<file path="src/rtl/csr_pkg.sv">
// Shared constants for the CSR access path: CSR numbers, op encodings,
// FSM states and write-select bit positions.
package csr_pkg;

    // CSR numbers handled by this unit
    localparam logic [13:0] CSR_CRMD   = 14'h0000;
    localparam logic [13:0] CSR_PRMD   = 14'h0001;
    localparam logic [13:0] CSR_ECFG   = 14'h0004;
    localparam logic [13:0] CSR_ESTAT  = 14'h0005;
    localparam logic [13:0] CSR_ERA    = 14'h0006;
    localparam logic [13:0] CSR_BADV   = 14'h0007;
    localparam logic [13:0] CSR_EENTRY = 14'h000C;
    localparam logic [13:0] CSR_SAVE0  = 14'h0030;
    localparam logic [13:0] CSR_SAVE1  = 14'h0031;
    localparam logic [13:0] CSR_SAVE2  = 14'h0032;
    localparam logic [13:0] CSR_SAVE3  = 14'h0033;
    localparam logic [13:0] CSR_TID    = 14'h0040;
    localparam logic [13:0] CSR_TCFG   = 14'h0041;
    localparam logic [13:0] CSR_TICLR  = 14'h0044;

    // Bit positions inside the one-hot write select (14 and 15 reserved)
    localparam int unsigned SEL_CRMD   = 0;
    localparam int unsigned SEL_PRMD   = 1;
    localparam int unsigned SEL_ECFG   = 2;
    localparam int unsigned SEL_ESTAT  = 3;
    localparam int unsigned SEL_ERA    = 4;
    localparam int unsigned SEL_BADV   = 5;
    localparam int unsigned SEL_EENTRY = 6;
    localparam int unsigned SEL_SAVE0  = 7;
    localparam int unsigned SEL_SAVE1  = 8;
    localparam int unsigned SEL_SAVE2  = 9;
    localparam int unsigned SEL_SAVE3  = 10;
    localparam int unsigned SEL_TID    = 11;
    localparam int unsigned SEL_TCFG   = 12;
    localparam int unsigned SEL_TICLR  = 13;

    // CSR instruction kinds; the spare encoding behaves as a read
    typedef enum logic [1:0] {
        OP_RD   = 2'b00,
        OP_WR   = 2'b01,
        OP_XCHG = 2'b10,
        OP_RSV  = 2'b11
    } csr_op_e;

    typedef enum logic [1:0] {
        ST_IDLE  = 2'd0,
        ST_READ  = 2'd1,
        ST_WRITE = 2'd2,
        ST_RESP  = 2'd3
    } csr_state_e;

endpackage

</file>
<file path="src/rtl/csr_access_unit_if.sv">
// Commit-side request/response handshake of the CSR access unit.
interface csr_access_unit_if;

    logic        req_valid;
    logic        req_ready;
    logic [1:0]  req_op;
    logic [13:0] req_csr_num;
    logic [31:0] req_wdata;
    logic [31:0] req_mask;
    logic [5:0]  req_tag;

    logic        rsp_valid;
    logic        rsp_ready;
    logic [31:0] rsp_data;
    logic [5:0]  rsp_tag;
    logic        rsp_illegal;

    // Commit stage side
    modport master (
        output req_valid, req_op, req_csr_num, req_wdata, req_mask, req_tag,
        input  req_ready,
        input  rsp_valid, rsp_data, rsp_tag, rsp_illegal,
        output rsp_ready
    );

    // CSR access unit side
    modport slave (
        input  req_valid, req_op, req_csr_num, req_wdata, req_mask, req_tag,
        output req_ready,
        output rsp_valid, rsp_data, rsp_tag, rsp_illegal,
        input  rsp_ready
    );

endinterface

</file>
<file path="src/rtl/csr_num_decode.sv">
// CSR number decoder: one-hot write select plus a legal flag for the
// implemented register set. Purely combinational.
module csr_num_decode
    import csr_pkg::*;
(
    input  logic [13:0] i_num,
    output logic [15:0] o_sel,
    output logic        o_legal
);

    // Map each implemented CSR number onto its write-select bit
    always_comb begin
        o_sel = '0;
        case (i_num)
            CSR_CRMD:   o_sel[SEL_CRMD]   = 1'b1;
            CSR_PRMD:   o_sel[SEL_PRMD]   = 1'b1;
            CSR_ECFG:   o_sel[SEL_ECFG]   = 1'b1;
            CSR_ESTAT:  o_sel[SEL_ESTAT]  = 1'b1;
            CSR_ERA:    o_sel[SEL_ERA]    = 1'b1;
            CSR_BADV:   o_sel[SEL_BADV]   = 1'b1;
            CSR_EENTRY: o_sel[SEL_EENTRY] = 1'b1;
            CSR_SAVE0:  o_sel[SEL_SAVE0]  = 1'b1;
            CSR_SAVE1:  o_sel[SEL_SAVE1]  = 1'b1;
            CSR_SAVE2:  o_sel[SEL_SAVE2]  = 1'b1;
            CSR_SAVE3:  o_sel[SEL_SAVE3]  = 1'b1;
            CSR_TID:    o_sel[SEL_TID]    = 1'b1;
            CSR_TCFG:   o_sel[SEL_TCFG]   = 1'b1;
            CSR_TICLR:  o_sel[SEL_TICLR]  = 1'b1;
            default:    o_sel = '0;
        endcase
    end

    assign o_legal = |o_sel;

endmodule

</file>
<file path="src/rtl/csr_access_unit.sv">
// Executes committed csrrd/csrwr/csrxchg: reads the old CSR value, forms
// the new value, issues a one-cycle one-hot write and returns the old
// value with its ROB tag through a valid/ready response.
module csr_access_unit
    import csr_pkg::*;
(
    input  logic               clk,
    input  logic               rst_n,
    csr_access_unit_if.slave   bus,
    input  logic               flush,
    output logic [13:0]        csr_rd_num,
    input  logic [31:0]        csr_rd_data,
    output logic [15:0]        csr_wr_sel,
    output logic [31:0]        csr_wr_data
);

    csr_state_e  r_state;
    csr_op_e     r_op;
    logic [13:0] r_num;
    logic [31:0] r_wdata;
    logic [31:0] r_mask;
    logic [5:0]  r_tag;
    logic [31:0] r_old;
    logic        r_req_ready;
    logic        r_rsp_valid;
    logic [31:0] r_rsp_data;
    logic [5:0]  r_rsp_tag;
    logic        r_rsp_illegal;

    logic [15:0] w_sel;
    logic        w_legal;
    logic        w_is_write_op;
    logic        w_wr_active;
    logic [31:0] w_new_data;

    csr_num_decode u_decode (
        .i_num   (r_num),
        .o_sel   (w_sel),
        .o_legal (w_legal)
    );

    assign w_is_write_op = (r_op == OP_WR) || (r_op == OP_XCHG);

    // New value: full write, or masked merge of write data into old value
    always_comb begin
        w_new_data = r_wdata;
        if (r_op == OP_XCHG) begin
            w_new_data = (r_wdata & r_mask) | (r_old & ~r_mask);
        end
    end

    // Write strobe is decoded from the held state so flush can kill it in
    // the very cycle it would otherwise be issued.
    assign w_wr_active = (r_state == ST_WRITE) && !flush;
    assign csr_wr_sel  = w_wr_active ? w_sel      : '0;
    assign csr_wr_data = w_wr_active ? w_new_data : '0;
    assign csr_rd_num  = r_num;

    assign bus.req_ready   = r_req_ready;
    assign bus.rsp_valid   = r_rsp_valid;
    assign bus.rsp_data    = r_rsp_data;
    assign bus.rsp_tag     = r_rsp_tag;
    assign bus.rsp_illegal = r_rsp_illegal;

    // Control FSM with operand capture and registered handshake outputs
    always_ff @(posedge clk or negedge rst_n) begin
        if (!rst_n) begin
            r_state       <= ST_IDLE;
            r_op          <= OP_RD;
            r_num         <= '0;
            r_wdata       <= '0;
            r_mask        <= '0;
            r_tag         <= '0;
            r_old         <= '0;
            r_req_ready   <= 1'b1;
            r_rsp_valid   <= 1'b0;
            r_rsp_data    <= '0;
            r_rsp_tag     <= '0;
            r_rsp_illegal <= 1'b0;
        end else begin
            case (r_state)
                ST_IDLE: begin
                    if (bus.req_valid && !flush) begin
                        r_op        <= csr_op_e'(bus.req_op);
                        r_num       <= bus.req_csr_num;
                        r_wdata     <= bus.req_wdata;
                        r_mask      <= bus.req_mask;
                        r_tag       <= bus.req_tag;
                        r_req_ready <= 1'b0;
                        r_state     <= ST_READ;
                    end
                end
                ST_READ: begin
                    if (flush) begin
                        r_req_ready <= 1'b1;
                        r_state     <= ST_IDLE;
                    end else begin
                        r_old <= w_legal ? csr_rd_data : '0;
                        if (w_legal && w_is_write_op) begin
                            r_state <= ST_WRITE;
                        end else begin
                            r_rsp_valid   <= 1'b1;
                            r_rsp_data    <= w_legal ? csr_rd_data : '0;
                            r_rsp_tag     <= r_tag;
                            r_rsp_illegal <= !w_legal;
                            r_state       <= ST_RESP;
                        end
                    end
                end
                ST_WRITE: begin
                    if (flush) begin
                        r_req_ready <= 1'b1;
                        r_state     <= ST_IDLE;
                    end else begin
                        r_rsp_valid   <= 1'b1;
                        r_rsp_data    <= r_old;
                        r_rsp_tag     <= r_tag;
                        r_rsp_illegal <= 1'b0;
                        r_state       <= ST_RESP;
                    end
                end
                ST_RESP: begin
                    if (flush || bus.rsp_ready) begin
                        r_rsp_valid <= 1'b0;
                        r_req_ready <= 1'b1;
                        r_state     <= ST_IDLE;
                    end
                end
                default: begin
                    r_rsp_valid <= 1'b0;
                    r_req_ready <= 1'b1;
                    r_state     <= ST_IDLE;
                end
            endcase
        end
    end

endmodule

</file>
<file path="src/flat_wrapper.sv">
// flat-port wrapper written by rule: the top's interface ports become plain ports
module csr_access_unit_flat import csr_pkg::*;
  (clk, rst_n, flush, csr_rd_num, csr_rd_data, csr_wr_sel, csr_wr_data, bus_req_valid, bus_req_op, bus_req_csr_num, bus_req_wdata, bus_req_mask, bus_req_tag, bus_req_ready, bus_rsp_valid, bus_rsp_data, bus_rsp_tag, bus_rsp_illegal, bus_rsp_ready);
  csr_access_unit_if bus_i ();
  input  logic clk;
  input  logic rst_n;
  input  logic flush;
  output logic [13:0] csr_rd_num;
  input  logic [31:0] csr_rd_data;
  output logic [15:0] csr_wr_sel;
  output logic [31:0] csr_wr_data;
  input wire logic [$bits(bus_i.req_valid)-1:0] bus_req_valid;
  input wire logic [$bits(bus_i.req_op)-1:0] bus_req_op;
  input wire logic [$bits(bus_i.req_csr_num)-1:0] bus_req_csr_num;
  input wire logic [$bits(bus_i.req_wdata)-1:0] bus_req_wdata;
  input wire logic [$bits(bus_i.req_mask)-1:0] bus_req_mask;
  input wire logic [$bits(bus_i.req_tag)-1:0] bus_req_tag;
  output wire logic [$bits(bus_i.req_ready)-1:0] bus_req_ready;
  output wire logic [$bits(bus_i.rsp_valid)-1:0] bus_rsp_valid;
  output wire logic [$bits(bus_i.rsp_data)-1:0] bus_rsp_data;
  output wire logic [$bits(bus_i.rsp_tag)-1:0] bus_rsp_tag;
  output wire logic [$bits(bus_i.rsp_illegal)-1:0] bus_rsp_illegal;
  input wire logic [$bits(bus_i.rsp_ready)-1:0] bus_rsp_ready;
  assign bus_i.req_valid = bus_req_valid;
  assign bus_i.req_op = bus_req_op;
  assign bus_i.req_csr_num = bus_req_csr_num;
  assign bus_i.req_wdata = bus_req_wdata;
  assign bus_i.req_mask = bus_req_mask;
  assign bus_i.req_tag = bus_req_tag;
  assign bus_req_ready = bus_i.req_ready;
  assign bus_rsp_valid = bus_i.rsp_valid;
  assign bus_rsp_data = bus_i.rsp_data;
  assign bus_rsp_tag = bus_i.rsp_tag;
  assign bus_rsp_illegal = bus_i.rsp_illegal;
  assign bus_i.rsp_ready = bus_rsp_ready;
  csr_access_unit u_core (.clk(clk), .rst_n(rst_n), .bus(bus_i), .flush(flush), .csr_rd_num(csr_rd_num), .csr_rd_data(csr_rd_data), .csr_wr_sel(csr_wr_sel), .csr_wr_data(csr_wr_data));
endmodule
</file>
<file path="config.mk">
export PLATFORM = sky130hd
export DESIGN_NAME = csr_access_unit_flat
export DESIGN_NICKNAME = d
export VERILOG_FILES = /design/src/rtl/csr_pkg.sv /design/src/rtl/csr_access_unit_if.sv /design/src/rtl/csr_num_decode.sv /design/src/rtl/csr_access_unit.sv /design/src/flat_wrapper.sv
export SDC_FILE = /design/constraint.sdc
export NUM_CORES = 1
export LEC_CHECK = 0
export CAP_MARGIN = 20
export CORE_UTILIZATION = 48
export CTS_CLUSTER_DIAMETER = 50
export DETAILED_ROUTE_END_ITERATION = 10
export PLACE_DENSITY_LB_ADDON = 0.15
export SYNTH_ARGS = -nofsm -noshare
export SYNTH_HDL_FRONTEND = slang
export SYNTH_SLANG_ARGS = --single-unit
</file>
<file path="constraint.sdc">
create_clock -name clk -period 2.8 [get_ports clk]
set_input_delay 0.28 -clock clk [delete_from_list [all_inputs] [get_ports clk]]
set_output_delay 0.28 -clock clk [all_outputs]
set_load 0.03 [all_outputs]
</file>
==> key figures <==
Final layout
  • Share of cells above drive strength 1: 0.2626
  • Final net count: 969
  • Fill cell total of the finished layout: 1,140
  • Final std cells w/o fill: 1,064
  • Antenna diode count: 0
  • Signed area change from the synthesized netlist to the final layout: 40.20%

Detailed routing
  • Routed length on met3: 1317 µm
  • DR top layer: met4
  • Residual antenna-violating net count after detailed routing: 0
  • Via density per instance: 5.338
  • Met1 routed wirelength after detailed routing: 8000 µm
  • Met2 wire length: 9585 µm
  • Initial DRT Pass Iterations: 5
  • Final Routed Wirelength: 19,370 µm
  • DRC violations left: 0
  • Mean routed wirelength per cell: 18.21 µm
  • Via count of the routed design: 5,680
  • Count of routing violations after the opening detailed-route iteration: 206

Logic synthesis
  • Distinct cell type count after synthesis: 43
  • XOR/XNOR share of the synthesized area: 0.001154
  • Proportion of synthesized area in mux cells: 0.2697
  • Seq/Total Area, Yosys: 0.5309
  • Syn avg cell area: 12.36 µm²
  • FF+latch count, synth: 161
  • Area share of fa/ha/maj cells after synthesis: 0.008241
  • Syn Std Cell Area: 7591 µm²
  • Total of warnings raised by yosys: 0
  • Complex-gate fraction of the synthesized area: 0.07549
  • Combinational family with the most area after synthesis: multiplexers
  • Synth Area in Simple Gates: 0.08340
  • Mapped Cells: 614

Worst setup path
  • Kind of capture point of the worst setup path: primary output
  • Master of the slowest instance on the critical path: or4_4
  • Crit Path Class: flip-flop to primary output
  • Endpoint arrival time on the critical path: 2.47 ns
  • CP Data Required Time: 2.52 ns
  • Total buffers and inverters traversed by the critical path: 1
  • Slowest Stage Delay on Critical Path: 0.45 ns
  • Highest net fanout along the worst path: 4
  • CP delay by family, top: simple AND/OR/NAND/NOR gates
  • Type of element launching the critical path: flip-flop
  • Worst-path cell chain: nor4_4, nand3b_1, or4_4, or3_4, nor3b_2, buf_4

STA
  • Setup repair after global routing missed its margin: yes
  • Pins over their slew limit: 0
  • Setup-failing EPs final: 0
  • Hold Vio Cnt, Final: 0
  • Clock period minus final worst setup slack: 2.754 ns
  • Worst hold slack across all endpoints: 0.4514 ns
  • Worst slew slack as a fraction of its limit: 0.5309
  • Transition time at the pin with the least slew margin: 0.7037 ns
  • Final period util: 0.9835
  • Final worst clock skew: 0.01029 ns
  • FMAX: 363.1 MHz

Pwr
  • Proportion of total power due to net switching: 0.3495
  • NetSw: 3.657 mW
  • Power share of the clock group: 0.224
  • Combinational Power Share: 0.416
  • Relative contribution of sequential cells to total power: 0.360
  • Static Leakage: 4.814 nW
  • Pwr/cell area: 983.2 nW/µm²
  • Sum of internal, switching and leakage power: 10.46 mW
  • Maximum resistive drop on vdd: 0.5040 mV
  • Design internal power: 6.806 mW

Placed design
  • PortBufs: 223
  • Detailed placer's ending HPWL: 13,740 µm
  • Placed Instances: 1,028
  • Placer congestion estimate: 0.8090

Floorplan
  • Die W: 127.8 µm
  • Top-level port count: 226
  • Die Span Y: 127.8 µm
  • Effective utilization at floorplan: 0.4957
  • Core region area: 15,310 µm²
  • Total die area: 16,320 µm²
  • # rows: 45

Job
  • Max-cap violation count: 0

Clock network
  • Clock latency at the later pin of the worst-skew pair: 0.42 ns
  • Htree depth: 4
  • Maximum buffer depth of the clock tree: 2
  • Number of CTS-inserted buffers: 17
  • Clock root cell: clkbuf_16
  • Total number of clock tree sinks: 161
  • Clock-pin slew of the registers on the worst-case setup and hold paths: 0.06 ns
  • CTS tree: built

Outcome
  • Outcome: finished, final reports clean

GRT
  • Combined global-route utilization of all metal layers: 0.2492
  • Initial antenna violation count: 1
  • Leftover overflow at the end of global routing: 0
  • First-pass GRT wire length: 30,930 µm
  • Pin count of the biggest net entering global routing: 77
  • Vias in the first global route: 5,996

Worst hold path
  • HP Class: input port to async pin
synthesized netlist by cell type, drive strengths merged:
cell | number | area share
dfrtp | 160 | 0.53
mux2 | 124 | 0.18
mux2i | 65 | 0.086
nor2 | 49 | 0.024
a21oi | 38 | 0.026
nand2b | 34 | 0.028
a22o | 32 | 0.037
buf | 24 | 0.018
clkbuf | 18 | 0.0089
nand2 | 14 | 0.0069
inv | 8 | 0.0040
nor3 | 8 | 0.0053
ha | 5 | 0.0082
nand3 | 4 | 0.0026
o21ai | 4 | 0.0026
or3 | 3 | 0.0031
nand3b | 2 | 0.0020
nor2b | 2 | 0.0016
nor4 | 2 | 0.0025
nor4b | 2 | 0.0023
a211oi | 1 | 0.00099
a21o | 1 | 0.00099
a311o | 1 | 0.0013
a31oi | 1 | 0.0028
and3 | 1 | 0.00082
and3b | 1 | 0.0012
conb | 1 | 0.00049
dfstp | 1 | 0.0035
nand4 | 1 | 0.00082
nor3b | 1 | 0.00099
o21bai | 1 | 0.00099
o311ai | 1 | 0.0012
o31a | 1 | 0.0012
o31ai | 1 | 0.00099
or4 | 1 | 0.00099
xor2 | 1 | 0.0012
what timing repair did:
action                                 4_1_cts  5_1_grt
hold buffers                                 1        0
gates resized for setup                      4        2
setup buffers                                4        0
pin swaps                                    3        0
setup endpoints to repair                    6       12
endpoints found under the hold margin       71        0
power groups by stage:
stage                     Sequential, mW  Combinational, mW  Clock, mW
after floorplan                     4.21               2.37          0
after global placement              3.72               4.25          0
after detailed placement            3.79               4.34          0
after CTS                           3.77               4.38       2.38
after global routing                3.89               4.65       2.48
final                               3.77               4.35       2.34
path summary, 6_finish.rpt:
kind,from,to,cells past startpoint,slack [ns]
worst max-delay path,u_core.csr_rd_num[10]$_DFFE_PN0P_,csr_wr_sel[3],6,0.05
max in group asynchronous,rst_n,u_core.r_old[5]$_DFFE_PN0P_,3,1.53
worst min register to register,u_core.r_mask[17]$_DFFE_PN0P_,u_core.r_mask[17]$_DFFE_PN0P_,1,0.50
min in group clk,bus_req_wdata[3],u_core.r_wdata[3]$_DFFE_PN0P_,2,0.47
worst min-delay path,rst_n,u_core.csr_rd_num[10]$_DFFE_PN0P_,2,0.45
worst max register to register,u_core.csr_rd_num[10]$_DFFE_PN0P_,u_core.bus.rsp_data[8]$_DFFE_PN0P_,9,0.14
metal layers:
layer	up-vias	track usage
met5	-	0
met4	0	0.1003
met3	34	0.07220
met2	204	0.4223
met1	2816	0.2985
li1	2626	-
per-stage QoR:
step                setup WS (ns)  instance area, µm²  TNS [ns]    util
floorplan                 0.01749                7600         0       -
global placement           0.2374                9985         0  0.6520
detailed placement         0.2310                9985         0  0.6520
CTS                      0.002964               10640         0  0.6945
global route             -0.05196               10640  -0.07564  0.6949
finish                    0.04615               10640         0  0.6949
flip-flops by register name, summed over array words and instances, names as in the netlist, 2 cells and up:
register and cells:
u_core.bus.rsp_data 32, u_core.bus.rsp_tag 6, u_core.r_tag 6, u_core.r_mask 32, u_core.r_old 32, u_core.r_state 2
u_core.r_wdata 32, u_core.r_op 2, u_core.csr_rd_num 14
layout by cell type, fill, tap and decap left out, types with 3 or more instances in the layout:
| cell | instances |
|---|---|
| dfrtp_1 | 160 |
| inv_1 | 8 |
| nor2_1 | 49 |
| a22o_1 | 32 |
| o21ai_0 | 4 |
| nand2_1 | 13 |
| mux2_2 | 115 |
| bufinv_16 | 3 |
| buf_4 | 66 |
| clkbuf_16 | 17 |
| nand3_1 | 4 |
| ha_1 | 4 |
| nand2b_1 | 34 |
| clkdlybuf4s50_1 | 176 |
| clkinv_2 | 4 |
| nor3_1 | 8 |
| a21oi_1 | 37 |
| mux2i_1 | 65 |
| mux2_1 | 9 |
cell type report:
type / count / area, µm² / area share
sequential: 161 / 4030 / 0.3787
inverter: 8 / 30.03 / 0.002822
clock inverter: 10 / 135.1 / 0.01270
tap: 211 / 264.0 / 0.02481
multi-input combinational: 404 / 3372 / 0.3168
clock buffer: 21 / 460.4 / 0.04326
timing repair buffer: 249 / 2351 / 0.2209
logic make-up (layout without fill, tap and decap cells):
group	count (synthesis)	after routing
AO/OA/AOI/OAI	82	82
XOR/XNOR	1	1
adder cells (fa/ha/maj)	5	5
buffers and inverters	50	288
flip-flops	161	161
multiplexers	189	189
other	1	2
AND/OR/NAND/NOR	125	125
No activity file was read; power rests on OpenSTA's default activity.
